File: src/rtl/arb_mux.sv
// N-input arbitrating multiplexer with a one-entry registered output stage.
// The grant comes from a round-robin or fixed-priority arbiter.
module arb_mux #(
  parameter int WIDTH = 32,
  parameter int N     = 4,
  parameter int RR    = 1,
  parameter int SELW  = (N > 1) ? $clog2(N) : 1
) (
  input  logic                 clk,
  input  logic                 reset_n,
  input  logic [N-1:0]         in_valid,
  input  logic [N*WIDTH-1:0]   in_data,
  output logic [N-1:0]         in_ready,
  output logic                 out_valid,
  output logic [WIDTH-1:0]     out_data,
  output logic [SELW-1:0]      out_sel,
  input  logic                 out_ready
);

  logic             vld_p0;
  logic [WIDTH-1:0] data_p0;
  logic [SELW-1:0]  sel_p0;
  logic [SELW-1:0]  ptr;
  logic [SELW-1:0]  grant;
  logic [SELW-1:0]  idx;
  logic             any_valid;
  logic             load;
  int               j;

  // Stage 0 input: arbitration, searching upward from ptr with wrap-around
  always_comb begin
    grant     = '0;
    any_valid = 1'b0;
    idx       = '0;
    j         = 0;
    for (int k = 0; k < N; k++) begin
      j = int'(ptr) + k;
      if (j >= N) j = j - N;
      idx = SELW'(j);
      if (!any_valid && in_valid[idx]) begin
        grant     = idx;
        any_valid = 1'b1;
      end
    end
  end

  assign load     = !vld_p0 || out_ready;
  assign in_ready = (load && any_valid) ? (N'(1) << grant) : '0;

  // Stage 0 register: the held beat
  always_ff @(posedge clk or negedge reset_n) begin
    if (!reset_n) begin
      vld_p0  <= 1'b0;
      data_p0 <= '0;
      sel_p0  <= '0;
    end else if (load) begin
      vld_p0 <= any_valid;
      if (any_valid) begin
        data_p0 <= in_data[grant*WIDTH +: WIDTH];
        sel_p0  <= grant;
      end
    end
  end

  generate
    if (RR != 0) begin : g_rr
      always_ff @(posedge clk or negedge reset_n) begin
        if (!reset_n)
          ptr <= '0;
        else if (load && any_valid)
          ptr <= (int'(grant) == N - 1) ? '0 : grant + 1'b1;
      end
    end else begin : g_fp
      assign ptr = '0;
    end
  endgenerate

  assign out_valid = vld_p0;
  assign out_data  = data_p0;
  assign out_sel   = sel_p0;

endmodule

File: config.mk
export PLATFORM = sky130hd
export DESIGN_NAME = arb_mux
export DESIGN_NICKNAME = d
export VERILOG_FILES = /design/src/rtl/arb_mux.sv
export SDC_FILE = /design/constraint.sdc
export NUM_CORES = 1
export LEC_CHECK = 0
export ABC_AREA = 1
export ABC_CLOCK_PERIOD_IN_PS = 2700
export BUFFER_PORTS_ARGS = -buffer_cell sky130_fd_sc_hd__clkbuf_2
export CAP_MARGIN = 30
export CORE_ASPECT_RATIO = 0.7
export CORE_MARGIN = 2
export CORE_UTILIZATION = 45
export DETAILED_ROUTE_END_ITERATION = 16
export PLACE_DENSITY = 0.83
export REMOVE_ABC_BUFFERS = 1
export SLEW_MARGIN = 5
export SYNTH_ARGS = -nofsm -noshare
export SYNTH_HDL_FRONTEND = slang
export SYNTH_SLANG_ARGS = --single-unit
export TNS_END_PERCENT = 100
File: constraint.sdc
create_clock -name clk -period 2.7 [get_ports clk]
set_clock_uncertainty 0.15 [all_clocks]
set_input_delay 0.54 -clock clk [delete_from_list [all_inputs] [get_ports clk]]
set_output_delay 0.54 -clock clk [all_outputs]
set_load 0.02 [all_outputs]
==> results of run 1 <==
## layer usage
metal	track usage, %	vias to the layer above	wire (microns)
li1	-	2015	-
met1	32.0	1668	4240
met2	45.2	138	4720
met3	4.72	10	692
met4	5.41	0	123
met5	0	-	0
## cells in the mapped netlist, drive strengths merged
cell type,n
dfrtp,37
buf,33
nor2,4
o21ai,2
a21oi,1
clkbuf,2
o211ai,1
a31oi,1
nand4,1
inv,14
nand3,75
nand2,365
## timing repair
item	CTS	global route
hold buffers	0	0
cloned	0	1
setup buffers	6	12
endpoints found under the setup margin	4	4
gates resized for setup	22	69
pin swaps	3	23
## state kept, by name (all words and copies together), names as in the netlist
register,cells
ptr,2
out_sel,2
out_data,32
out_valid,1
## report_power, final
part / internal, W / switching, W
Combinational: 0.00224 / 0.00387
Sequential: 0.000852 / 0.000169
Clock: 0.000202 / 0.000178
## layout make-up
class | count | area, sq um
Timing Repair inverter | 1 | 5.00
Sequential cell | 37 | 928
Multi-Input combinational cell | 450 | 2060
Tap cell | 91 | 114
Timing Repair Buffer | 210 | 1190
Inverter | 14 | 65.1
Clock buffer | 7 | 86.3
Fill cell | 556 | 1890
## layout by cell type (no fill, tap or decap), drive strengths merged
cell and count:
nand3 75, nand4 1, a31oi 1, o21ai 2, buf 41, nand2 365, a21oi 1, dfrtp 37
clkbuf 176, nor2 4, clkinv 2, o211ai 1, inv 13
## critical path: stages, from the launching register on
cell     delay, ns
dfrtp_2       0.47
buf_8         0.17
nand2_4       0.09
nand3_2       0.12
nand2_4       0.10
inv_2         0.05
nand4_1       0.11
nand3_4       0.16
inv_4         0.13
nand2_4       0.06
nor2_4        0.11
buf_6         0.12
## cells by family after synthesis
kind of cell	after synthesis	synth area share, %
AND/OR/NAND/NOR	445	59.6
buffers and inverters	49	8.55
flip-flops	37	30.9
AO/OA/AOI/OAI	5	0.959
## final timing paths
| kind | to | depth (start not counted) | slack [ns] |
|---|---|---|---|
| worst max register to register | out_data[14] | 16 | 0.34 |
| worst min register to register | out_data[13] | 2 | 0.33 |
| worst min-delay path | out_data[5] | 2 | 0.14 |
| max in group asynchronous | ptr[1] | 2 | 1.91 |
| worst max-delay path | in_ready[0] | 11 | 0.04 |
| min in group clk | out_data[13] | 2 | 0.33 |
## per-stage QoR
stage | hold WS [ns] | setup slack, ns
floorplan | 0.0944 | -1.37
global placement | 0.313 | 0.131
detailed placement | 0.317 | 0.0812
CTS | 0.164 | -0.000285
global route | 0.179 | -0.0611
finish | 0.138 | 0.0360
==> results by group, run 1 <==
Power
  – VDD IR max: between 1 and 1.5 mV
  – Lkg Pwr: ~2.8 nW
  – Overall power: about 0.0075 W
  – Power Density: around 1700 nW/um^2

Run
  – # Max-Cap Violations: 0

Route
  – DR vias: between 3k and 4k
  – DRT Wirelength: roughly 10000 microns
  – TritonRoute pass-1 iters: 5
  – WL/cell: ~12 microns
  – Residual DRC count: 0
  – DR iter-0 viols: 138
  – Drt via density: 4.73
  – Post-route ant nets: 0

Synthesis
  – Largest cells by area after synthesis: nand2_1 (45%), dfrtp_1 (31%), nand3_1 (12%), buf_2 (3.2%), buf_4 (2.3%)
  – Area leader, netlist: nand2_1
  – Flops & latches, synth: 37
  – Mapped Cells: 536
  – Syn Area/Cell: about 5.6 sq um
  – Synth cell types: 19
  – Synth Cell Area: 3000 sq um
  – Post-synthesis sequential area ratio: approximately 30%
  – Yosys Warn Count: 0
  – Area share of the largest cell type after synthesis: a little under half

Placement
  – Detail Placement HPWL: approximately 7000 microns
  – Routability-driven placement congestion ratio: 0.854
  – Placed cells: slightly below 800
  – DP Area: slightly below 4000 sq um
  – I/O Buffers: around 170

Die
  – Cell Rows: 24
  – I/O pin total: approximately 170
  – Area of the die: about 7300 sq um
  – Die extent in y: roughly 72 microns
  – Starting Density: a little under half
  – Die Wd: slightly above 100 microns
  – Core area: 6340 sq um

Clocking
  – Worst-path clk slew: about 0.07 ns
  – H-tree depth: 2
  – Worst skew pair latency: roughly 0.28 ns
  – CTS tree: done
  – Clock tree buffer depth: 2
  – CTS sink count: 37
  – Cts bufs inserted: 5
  – CTS root buffer: clkbuf_8

GRT
  – Overflow after GRT: 0
  – Global-route wire length before repair: about 15000 microns
  – Largest net degree at the start of global routing: between 40 and 50
  – Global Route Usage Sum: approximately 25%
  – Initial antenna violation count: 0
  – Vias in the first global route: about 3.4k

Layout
  – Fin area: between 4000 and 5000 sq um
  – Proportion of layout cells with a drive suffix above 1: between 30% and 40%
  – ANT cells: 0
  – Final nets: 854
  – Post-Route Utilization: a little over two thirds
  – Area delta synth->final: 48.3%
  – Finished Layout Cells: 810

Timing
  – Slew Viols, Final: 0
  – Final min period: between 2 and 3 ns
  – Endpoints failing hold: 0
  – Worst Max-Slew Pin Slew: ~0.46 ns
  – RSZ-0062 raised after global routing: yes
  – Rel. slew slack: between 60% and 70%
  – Tcrit/Tclk final: 98.7%
  – Total Neg Setup Slack: 0 ns
  – Fmax: roughly 380 MHz
  – Final setup fails: 0

Worst setup path
  – Critical path arrival: between 1.5 and 2 ns
  – Startpoint class of the critical path: register
  – Crit end category: output pin
  – Kind of critical path: reg -> out
  – CP max FO: 6
  – Critical Path Source: ptr[0]
  – Critical Path RT: 2.01 ns
  – Reg2reg start: ptr[0]

Min path
  – HP Class: in -> async

Outcome
  – Outcome: complete, no violations
No activity file was read; power rests on OpenSTA's default activity.
==> run 2: changes to the inputs <==
==> config.mk (replaced) <==
export PLATFORM = sky130hd
export DESIGN_NAME = arb_mux
export DESIGN_NICKNAME = d
export VERILOG_FILES = /design/src/rtl/arb_mux.sv
export SDC_FILE = /design/constraint.sdc
export NUM_CORES = 1
export LEC_CHECK = 0
export ABC_CLOCK_PERIOD_IN_PS = 2700
export BUFFER_PORTS_ARGS = -buffer_cell sky130_fd_sc_hd__clkbuf_2
export CAP_MARGIN = 30
export CORE_ASPECT_RATIO = 0.7
export CORE_MARGIN = 2
export CORE_UTILIZATION = 38
export DETAILED_ROUTE_END_ITERATION = 16
export MAX_ROUTING_LAYER = met4
export PLACE_DENSITY = 0.81
export REMOVE_ABC_BUFFERS = 1
export SYNTH_ARGS = -nofsm -noshare
export SYNTH_HDL_FRONTEND = slang
export SYNTH_SLANG_ARGS = --single-unit
export TNS_END_PERCENT = 100
==> results by group, run 2 <==
Power
  – Sw frac: 41.1% (was 56.2%)
  – Lkg Pwr: 1.59 nW (was 2.84 nW)
  – P_sw: 0.000874 W (was 0.00422 W)
  – Combinational power share: 45.4% (was 81.3%)
  – Sequential power share: 37.1% (was 13.6%)
  – Overall power: 0.00213 W (was 0.00750 W)
  – Clock group share of total power: 17.5% (was 5.1%)
  – Internal Dissipation: 0.00125 W (was 0.00329 W)
  – Power Density: 691 nW/um^2 (was 1690 nW/um^2)
  – VDD IR max: 0.318 mV (was 1.25 mV)

Synthesis
  – Largest cells by area after synthesis: dfrtp_1 (45%), a21oi_1 (17%), a222oi_1 (16%), nor2_1 (6.9%), clkbuf_1 (2.0%) (was nand2_1 (45%), dfrtp_1 (31%), nand3_1 (12%), buf_2 (3.2%), buf_4 (2.3%))
  – Yosys Warn Count: 0 (unchanged)
  – Area leader, netlist: dfrtp_1 (was nand2_1)
  – Syn Area/Cell: 8.77 sq um (was 5.60 sq um)
  – Most frequent cell after synthesis: a21oi_1 (was nand2_1)
  – Mapped Cells: 234 (was 536)
  – Main synth FF type: dfrtp_1 (unchanged)
  – Area share of the largest cell type after synthesis: 45.1% (was 45.4%)
  – Synth cell types: 25 (was 19)
  – Post-synth ARST share: 100% (unchanged)
  – Top post-synthesis cells by count: a21oi_1 (69), nor2_1 (38), dfrtp_1 (37) (was nand2_1 (363), nand3_1 (72), dfrtp_1 (37))
  – Post-synthesis sequential area ratio: 45.1% (was 30.9%)
  – Post-synth EDFFs: 0 (unchanged)
  – Flops & latches, synth: 37 (unchanged)
  – Synth Cell Area: 2050 sq um (was 3000 sq um)

Timing
  – Tcrit/Tclk final: 96.7% (was 98.7%)
  – Fmax: 383 MHz (was 375 MHz)
  – Worst Max-Slew Pin Slew: 1.03 ns (was 0.462 ns)
  – RSZ-0062 raised after global routing: no (was yes)
  – Total Neg Setup Slack: 0 ns (unchanged)
  – Endpoints failing hold: 0 (unchanged)
  – Final min period: 2.61 ns (was 2.66 ns)
  – Final setup fails: 0 (unchanged)
  – Rel. slew slack: 31.1% (was 69.2%)
  – Slew Viols, Final: 0 (unchanged)

Die
  – Cell Rows: 22 (was 24)
  – Area of the die: 6020 sq um (was 7350 sq um)
  – Die Wd: 91.9 microns (was 102 microns)
  – Starting Density: 39.3% (was 47.4%)
  – Die extent in y: 65.5 microns (was 72.3 microns)
  – I/O pin total: 174 (unchanged)
  – Core area: 5230 sq um (was 6340 sq um)

Placement
  – Placed cells: 466 (was 784)
  – DP Area: 2980 sq um (was 3920 sq um)
  – Routability-driven placement congestion ratio: 0.808 (was 0.854)
  – Detail Placement HPWL: 5490 microns (was 7020 microns)
  – I/O Buffers: 173 (unchanged)

Layout
  – Max reg flops: 32 (unchanged)
  – Commonest non-fill, non-tap cell in the layout: clkbuf_2 (was nand2_1)
  – Finished Layout Cells: 474 (was 810)
  – Fin area: 3080 sq um (was 4450 sq um)
  – ANT cells: 0 (unchanged)
  – Commonest non-fill, non-tap cells in the layout: clkbuf_2 (173), a21oi_1 (69), nor2_1 (38) (was nand2_1 (335), clkbuf_2 (169), nand3_1 (66))
  – Post-Route Utilization: 58.9% (was 70.2%)
  – Final nets: 536 (was 854)
  – Area delta synth->final: 49.9% (was 48.3%)
  – Proportion of layout cells with a drive suffix above 1: 48.0% (was 37.7%)

Route
  – Residual DRC count: 0 (unchanged)
  – Drt via density: 5.49 (was 4.73)
  – WL/cell: 15.4 microns (was 12.1 microns)
  – DRT Wirelength: 7280 microns (was 9770 microns)
  – Post-route ant nets: 0 (unchanged)
  – DR iter-0 viols: 240 (was 138)
  – DR vias: 2603 (was 3831)
  – TritonRoute pass-1 iters: 8 (was 5)

Outcome
  – Outcome: complete, no violations (unchanged)

Worst setup path
  – Crit path cell chain: a31oi_1 > o22ai_4 > and2_1 > clkbuf_2 (was buf_8 > nand2_4 > nand3_2 > nand2_4 > inv_2 > nand4_1 > nand3_4 > inv_4 > nand2_4 > nor2_4 > buf_6)
  – Kind of critical path: reg -> out (unchanged)
  – Worst path max stage delay: 0.60 ns (was 0.47 ns)
  – Critical path arrival: 1.92 ns (was 1.97 ns)
  – Instance count on the critical path: 4 (was 11)
  – Critical Path RT: 2.01 ns (about the same)
  – Startpoint class of the critical path: register (unchanged)
  – Critical path's slowest cell: dfrtp_1 (was dfrtp_2)
  – Reg2Reg Depth: 6 (was 16)
  – Crit end category: output pin (unchanged)
  – Crit path max-delay family: compound AO/OA/AOI/OAI gates (was simple AND/OR/NAND/NOR gates)
  – CP max FO: 13 (was 6)
  – Buf/Inv on CP: 1 (was 4)

Clocking
  – CTS root buffer: clkbuf_8 (unchanged)
  – Worst-path clk slew: 0.08 ns (was 0.07 ns)
  – Worst skew pair latency: 0.28 ns (about the same)
  – Post-CTS setup repair buffer count: 0 (was 6)
  – Clock tree buffer depth: 2 (unchanged)
  – Cts bufs inserted: 5 (unchanged)
  – CTS tree: done (unchanged)
  – H-tree depth: 2 (unchanged)
  – CTS sink count: 37 (unchanged)

Min path
  – HP Class: in -> async (unchanged)

GRT
  – Largest net degree at the start of global routing: 38 (was 47)
  – Initial antenna violation count: 0 (unchanged)
  – Global-route wire length before repair: 11400 microns (was 14800 microns)
  – Global Route Usage Sum: 24.6% (was 25.3%)
  – Vias in the first global route: 2416 (was 3381)
  – Overflow after GRT: 0 (unchanged)

Run
  – # Max-Cap Violations: 0 (unchanged)
[run 2: per-layer routing]
layer / share of wire, % / wire, microns / vias up / global-route usage, %
li1: - / - / 1234 / -
met3: 10 / 727 / 8 / 3.90
met2: 49 / 3570 / 165 / 42.1
met4: 1.4 / 104 / 0 / 8.02
met1: 39 / 2870 / 1196 / 30.5
met5: 0 / 0 / - / -
[run 2: through the flow]
stage / hold slack, ns / setup slack [ns]
2_1_floorplan: 0.0944 / -0.251
6_report: 0.154 / 0.0885
3_5_place_dp: 0.321 / 0.111
3_3_place_gp: 0.315 / 0.199
4_1_cts: 0.162 / 0.106
5_1_grt: 0.203 / 0.00530
[run 2: final timing paths]
| kind | from | endpoint | slack (ns) |
|---|---|---|---|
| max | ptr[1] | in_ready[0] | 0.09 |
| min | reset_n | out_data[19] | 0.15 |
| max reg2reg | ptr[0] | out_data[14] | 0.42 |
| min reg2reg | out_sel[1] | out_sel[1] | 0.34 |
| max in group asynchronous | reset_n | out_data[7] | 1.92 |
| min in group clk | out_sel[1] | out_sel[1] | 0.34 |
[run 2: power groups by stage]
stage	registers, W	clock network, W	logic [W]
floorplan	0.000946	0	0.000389
global placement	0.000787	0	0.000941
detailed placement	0.000794	0	0.000962
CTS	0.000787	0.000391	0.000968
global route	0.000805	0.000407	0.00105
finish	0.000789	0.000373	0.000966
[run 2: final cells by class]
cell class	instances	area (sq um)
fillers	489	2150
multi-input cells	172	1020
repair buffers	182	946
flip-flops and latches	37	926
well taps	72	90.1
clock buffers	5	68.8
clock inverters	3	17.5
inverters	3	11.3
[run 2: timing repair]
item,4_1_cts,5_1_grt
hold buffers,0,0
setup endpoints to repair,1,0
resized for setup,1,0
[run 2: cell families (layout without fill, tap and decap cells)]
kind of cell / count (synthesis) / in the layout / share of synthesized area, %
DFF: 37 / 37 / 45.1
buffers and inverters: 25 / 193 / 6.09
and+or+nand+nor: 60 / 60 / 12.6
AOI/OAI and AO/OA: 112 / 112 / 36.2
